==> src/rtl/signal_sched_pkg.sv <==
// Shared types and helpers for the signal_sched round-robin line scheduler.
package signal_sched_pkg;

    typedef enum logic [1:0] {
        IDLE,
        HIGH,
        LOW,
        GAP
    } state_e;

    localparam int NUM_REQ = 3;
    localparam int REQ_B1  = 0;
    localparam int REQ_B2  = 1;
    localparam int REQ_B3  = 2;

    // First set request searching ptr, ptr+1, ptr+2 (mod NUM_REQ).
    function automatic logic [1:0] rr_pick(
        input logic [2:0] req,
        input logic [1:0] ptr
    );
        int s;
        logic [1:0] pick;
        pick = ptr;
        for (int k = NUM_REQ - 1; k >= 0; k--) begin
            s = int'(ptr) + k;
            if (s >= NUM_REQ) s = s - NUM_REQ;
            if (req[s]) pick = 2'(s);
        end
        return pick;
    endfunction

endpackage

==> src/rtl/signal_sched_btn.sv <==
// Two-flop button synchroniser followed by a rising-edge detector.
module btn_sync_edge (
    input  logic clk,
    input  logic reset,
    input  logic btn_in,
    output logic edge_out
);

    logic s1_q;
    logic s2_q;
    logic s2d_q;

    always_ff @(posedge clk or posedge reset) begin
        if (reset) begin
            s1_q  <= 1'b0;
            s2_q  <= 1'b0;
            s2d_q <= 1'b0;
        end else begin
            s1_q  <= btn_in;
            s2_q  <= s1_q;
            s2d_q <= s2_q;
        end
    end

    assign edge_out = s2_q & ~s2d_q;

endmodule

==> src/rtl/signal_sched.sv <==
// Round-robin scheduler encoding the granted button as 1-3 pulses on signal.
module signal_sched
    import signal_sched_pkg::*;
#(
    parameter int PULSE_LEN = 4,
    parameter int GAP_LEN   = 8,
    parameter int CNT_W     = 8
) (
    input  logic       clk,
    input  logic       reset,
    input  logic       b1,
    input  logic       b2,
    input  logic       b3,
    output logic       signal,
    output logic [2:0] grant,
    output logic       busy,
    output logic [2:0] pend
);

    localparam logic [CNT_W-1:0] PL = CNT_W'(PULSE_LEN - 1);
    localparam logic [CNT_W-1:0] GL = CNT_W'(GAP_LEN - 1);

    state_e           state_q;
    logic [CNT_W-1:0] cnt_q;
    logic [1:0]       left_q;
    logic [1:0]       ptr_q;
    logic [2:0]       grant_q;
    logic [2:0]       pend_q;
    logic [2:0]       pend_d;
    logic [2:0]       edges;
    logic [2:0]       clr;
    logic [1:0]       win;

    btn_sync_edge u_b1 (.clk(clk), .reset(reset), .btn_in(b1), .edge_out(edges[REQ_B1]));
    btn_sync_edge u_b2 (.clk(clk), .reset(reset), .btn_in(b2), .edge_out(edges[REQ_B2]));
    btn_sync_edge u_b3 (.clk(clk), .reset(reset), .btn_in(b3), .edge_out(edges[REQ_B3]));

    assign win = rr_pick(pend_q, ptr_q);

    // A new edge on the winner in its grant cycle survives the clear.
    always_comb begin
        clr = 3'b000;
        if (state_q == IDLE && pend_q != 3'b000) clr = 3'b001 << win;
        pend_d = (pend_q & ~clr) | edges;
    end

    always_ff @(posedge clk or posedge reset) begin
        if (reset) begin
            state_q <= IDLE;
            cnt_q   <= '0;
            left_q  <= 2'd0;
            ptr_q   <= 2'd0;
            grant_q <= 3'b000;
            pend_q  <= 3'b000;
        end else begin
            pend_q <= pend_d;
            if (cnt_q != '0) cnt_q <= cnt_q - 1'b1;
            unique case (state_q)
                IDLE: if (pend_q != 3'b000) begin
                    grant_q <= clr;
                    left_q  <= win;
                    cnt_q   <= PL;
                    ptr_q   <= (win == 2'd2) ? 2'd0 : win + 2'd1;
                    state_q <= HIGH;
                end
                HIGH: if (cnt_q == '0) begin
                    if (left_q == 2'd0) begin
                        state_q <= GAP;
                        cnt_q   <= GL;
                    end else begin
                        state_q <= LOW;
                        cnt_q   <= PL;
                    end
                end
                LOW: if (cnt_q == '0) begin
                    left_q  <= left_q - 1'b1;
                    cnt_q   <= PL;
                    state_q <= HIGH;
                end
                GAP: if (cnt_q == '0) begin
                    grant_q <= 3'b000;
                    state_q <= IDLE;
                end
                default: state_q <= IDLE;
            endcase
        end
    end

    assign signal = (state_q == HIGH);
    assign busy   = (state_q != IDLE);
    assign grant  = grant_q;
    assign pend   = pend_q;

endmodule

==> config.mk <==
export PLATFORM = sky130hd
export DESIGN_NAME = signal_sched
export DESIGN_NICKNAME = d
export VERILOG_FILES = /design/src/rtl/signal_sched_pkg.sv /design/src/rtl/signal_sched_btn.sv /design/src/rtl/signal_sched.sv
export SDC_FILE = /design/constraint.sdc
export NUM_CORES = 1
export LEC_CHECK = 0
export ABC_AREA = 1
export BUFFER_PORTS_ARGS = -buffer_cell sky130_fd_sc_hd__buf_2
export CAP_MARGIN = 20
export CORE_UTILIZATION = 50
export DETAILED_ROUTE_END_ITERATION = 7
export HOLD_SLACK_MARGIN = 0.05
export PLACE_DENSITY = 0.71
export SYNTH_ARGS = -nofsm -noshare
export SYNTH_HDL_FRONTEND = slang
export SYNTH_SLANG_ARGS = --single-unit
==> constraint.sdc <==
create_clock -name clk -period 1.5 [get_ports clk]
set_input_delay 0.3 -clock clk [delete_from_list [all_inputs] [get_ports clk]]
set_output_delay 0.3 -clock clk [all_outputs]
set_load 0.02 [all_outputs]
==> flow_summary.ini <==
[grt]
gr-total-overflow = 0
grt_pass1_vias = 1105
antenna_found_initial = 0
grtUsageTotal_pct = 20.1
grt_pass1_wl_mm = 4.82
grt_max_degree = 30

[critical_path]
cp-start-kind = flop
crit_required_ps = 1720
slowest_stage = dfrtp_1
path_common_cell = nand2_1
path_class = flop to flop
crit_family = simple AND/OR/NAND/NOR gates
ff2ff_setup_slack_ps = -210
cp-end-kind = flop
r2r_start = ptr_q[0]$_DFFE_PP0P_
reg2reg_depth = 14
cp.buffers_inverters = 2
path_cells = inv_2, ha_4, inv_4, nand3_4, nand2_2, nand2_1, nand2_1, nand2_1, nand2_1, nand2_2, nor2_4, nand2_2, nand2_1, nand2_1
r2r-end = pend[0]$_DFF_PP0_
cp_data_arrival_time_ps = 1930
cp_max_fo = 7
max_stage_delay_ps = 400

[timing]
setup_viol = 10
fin_worst_skew_ps = 11.1
timing.final.ws_setup_ps = -209
whs_ps = 78.7
hold_viol = 0
fmax_mhz = 585
final_max_slew_viol_count = 0
fin_crit_sh_pct = 114
worst_pin_slew_ps = 352
rsz0062_at_grt = yes
layout_min_cycle_time_ps = 1710
slew_headroom_pct = 76.5

[yosys]
synth_area_mm2 = 0.00148
yosys-top-cells-area = dfrtp_1, nand2_1, inv_1
synthFlopType = dfrtp_1
yosysSeqAreaShare_pct = 49.2
synth_edf_count = 0
syn_inst = 166
ys_types = 27
synth_top_cell_area_share_pct = 49.2
synthArstFlopShare_pct = 100
synth_top_area_cell = dfrtp_1
yosys_warnings = 0
syn_nets = 177
syn_area_per_cell_um2 = 8.89
synth-seq-cells = 29

[die]
die_y_um = 56.3
start_util_pct = 53.0
row_count = 19
core_area_mm2 = 0.00278
ios = 13
die_w_um = 56.3
die_area_mm2 = 0.00317

[power_and_ir_drop]
vdd_drop_max_mv = 1.67
p_leak_nw = 0.963
power.density_mw_per_mm2 = 2300

[outcome]
violations = negative setup slack
status = finished with violations

[drt]
drc = 0
finalWirelength_mm = 3.09
post_drt_via_cell_ratio = 5.06
dr.pass1.iters = 4
wire_per_inst_um = 12.9
final_antenna_net_count = 0
vias = 1210
drt_iter0_markers = 45

[worst_hold_path]
hold_path_depth = 1
hold_end = u_b1.s1_q$_DFF_PP0_
min_path_type = primary input to flop
min_from = b1

[clock_network]
cts_root_buf = clkbuf_4
cts_sinks = 29
htreeDepth = 2
numCtsBuffers = 5
clk_latency_ps = 330
path_clk_slew_ps = 90
cts_buffer_depth = 2
tritoncts = done

[finish]
final_core_util_pct = 71.5
drive_gt1_share_pct = 46.6
n_antenna_cell = 0
fin_nets = 218
fin_area_mm2 = 0.00199
area_growth_pct = 34.8
layout.cells.non_filler = 239

[job]
cap_viol_max_count = 0

[place]
place_hpwl_mm = 1.93
gp_congestion = 0.777
dpl.cell_count = 222
dpl-instance-area_mm2 = 0.00170
io_buffers = 12
pre_cts_slack_ps = -175
metal layers:
metal	GRT usage (%)	wire length, um
met5	0	0
met4	7.32	76
met3	6.68	106
met2	31.8	1570
met1	26.0	1340
kinds of logic after synthesis:
logic type      after synthesis  synth area share [%]
simple gates                 68                  23.6
xor+xnor                      6                  3.56
buf+inv                      32                  8.14
fa+ha+maj                     6                  5.09
flops                        29                  49.2
compound gates               25                  10.4
cell usage after synthesis (all sizes together) (2+ instances only):
cell type and n:
a21oi 5, dfrtp 29, ha 6, inv 32, nand2 39, nand3 11
nor2 15, o21ai 14, o21bai 2, o22ai 2, xnor2 2, xor2 4
worst register-to-register path: cells and delay by family (launching register included):
kind                       cells  cell delay, ps
adders and majority gates      1             250
DFF                            1             400
and+or+nand+nor               11             730
buffers and inverters          2             220
registers in the layout, indices dropped and copies added (netlist names):
name and flops:
cnt_q 8, grant 3, pend 3, left_q 2, ptr_q 2, state_q 2, u_b1.s1_q 1, u_b1.s2_q 1
u_b1.s2d_q 1, u_b2.s1_q 1, u_b2.s2_q 1, u_b2.s2d_q 1, u_b3.s1_q 1, u_b3.s2_q 1, u_b3.s2d_q 1
area by class of cell:
class                   count  area, um^2
well taps                  31        38.8
inverters                  32         128
clock buffers               7        65.1
fillers                   190         793
multi-input cells         105         783
clock inverters             1        5.00
repair buffers             34         238
flip-flops and latches     29         731
report_power, final:
group	leakage (nW)	total, mW	internal (mW)	switching [mW]
sequential	0.342	1.28	1.03	0.245
clock	0.0413	0.536	0.271	0.265
combinational	0.580	2.76	1.20	1.56
how the worst max path moves through the flow:
stage | start | endpoint | slack [ps] | cells after the start
3_5_place_dp | ptr_q[0]$_DFFE_PP0P_ | pend[1]$_DFF_PP0_ | -170 | 15
3_3_place_gp | ptr_q[1]$_DFFE_PP0P_ | ptr_q[0]$_DFFE_PP0P_ | -130 | 12
6_report | ptr_q[0]$_DFFE_PP0P_ | pend[0]$_DFF_PP0_ | -210 | 14
4_1_cts | ptr_q[0]$_DFFE_PP0P_ | pend[1]$_DFF_PP0_ | -160 | 15
2_1_floorplan | ptr_q[0]$_DFFE_PP0P_ | pend[0]$_DFF_PP0_ | -20 | 15
5_1_grt | ptr_q[0]$_DFFE_PP0P_ | pend[1]$_DFF_PP0_ | -320 | 14
per-stage QoR:
step / TNS (ps) / power, mW
6_report: -1700 / 4.57
5_1_grt: -2720 / 4.90
4_1_cts: -1220 / 4.06
3_5_place_dp: -1380 / 3.37
3_3_place_gp: -904 / 3.30
2_1_floorplan: -37.5 / 2.79
what timing repair did:
item	4_1_cts	5_1_grt
gates resized for setup	9	34
endpoints found under the setup margin	15	16
setup buffers	4	4
pin swaps	4	13
cloned	0	0
hold buffers	1	0
endpoints found under the hold margin	29	0
cells in the final DEF, fill, tap and decap left out, types with 2 or more instances in the layout:
cell | Yosys | layout
a21oi_2 | 1 | 4
buf_2 | 0 | 11
buf_4 | 0 | 20
buf_6 | 0 | 2
clkbuf_4 | 0 | 5
clkbuf_8 | 0 | 2
dfrtp_1 | 29 | 25
dfrtp_2 | 0 | 4
ha_4 | 0 | 5
inv_1 | 25 | 19
inv_2 | 7 | 11
nand2_1 | 33 | 25
nand2_2 | 5 | 12
nand2_4 | 1 | 2
nand3_1 | 9 | 7
nand3_2 | 1 | 2
nand3_4 | 1 | 2
nor2_1 | 10 | 8
nor2_4 | 3 | 7
o21ai_0 | 6 | 5
o21ai_1 | 7 | 7
o22ai_1 | 2 | 2
xnor2_1 | 2 | 2
xor2_1 | 4 | 4
Note: power is estimated with default switching activity, not from simulation.
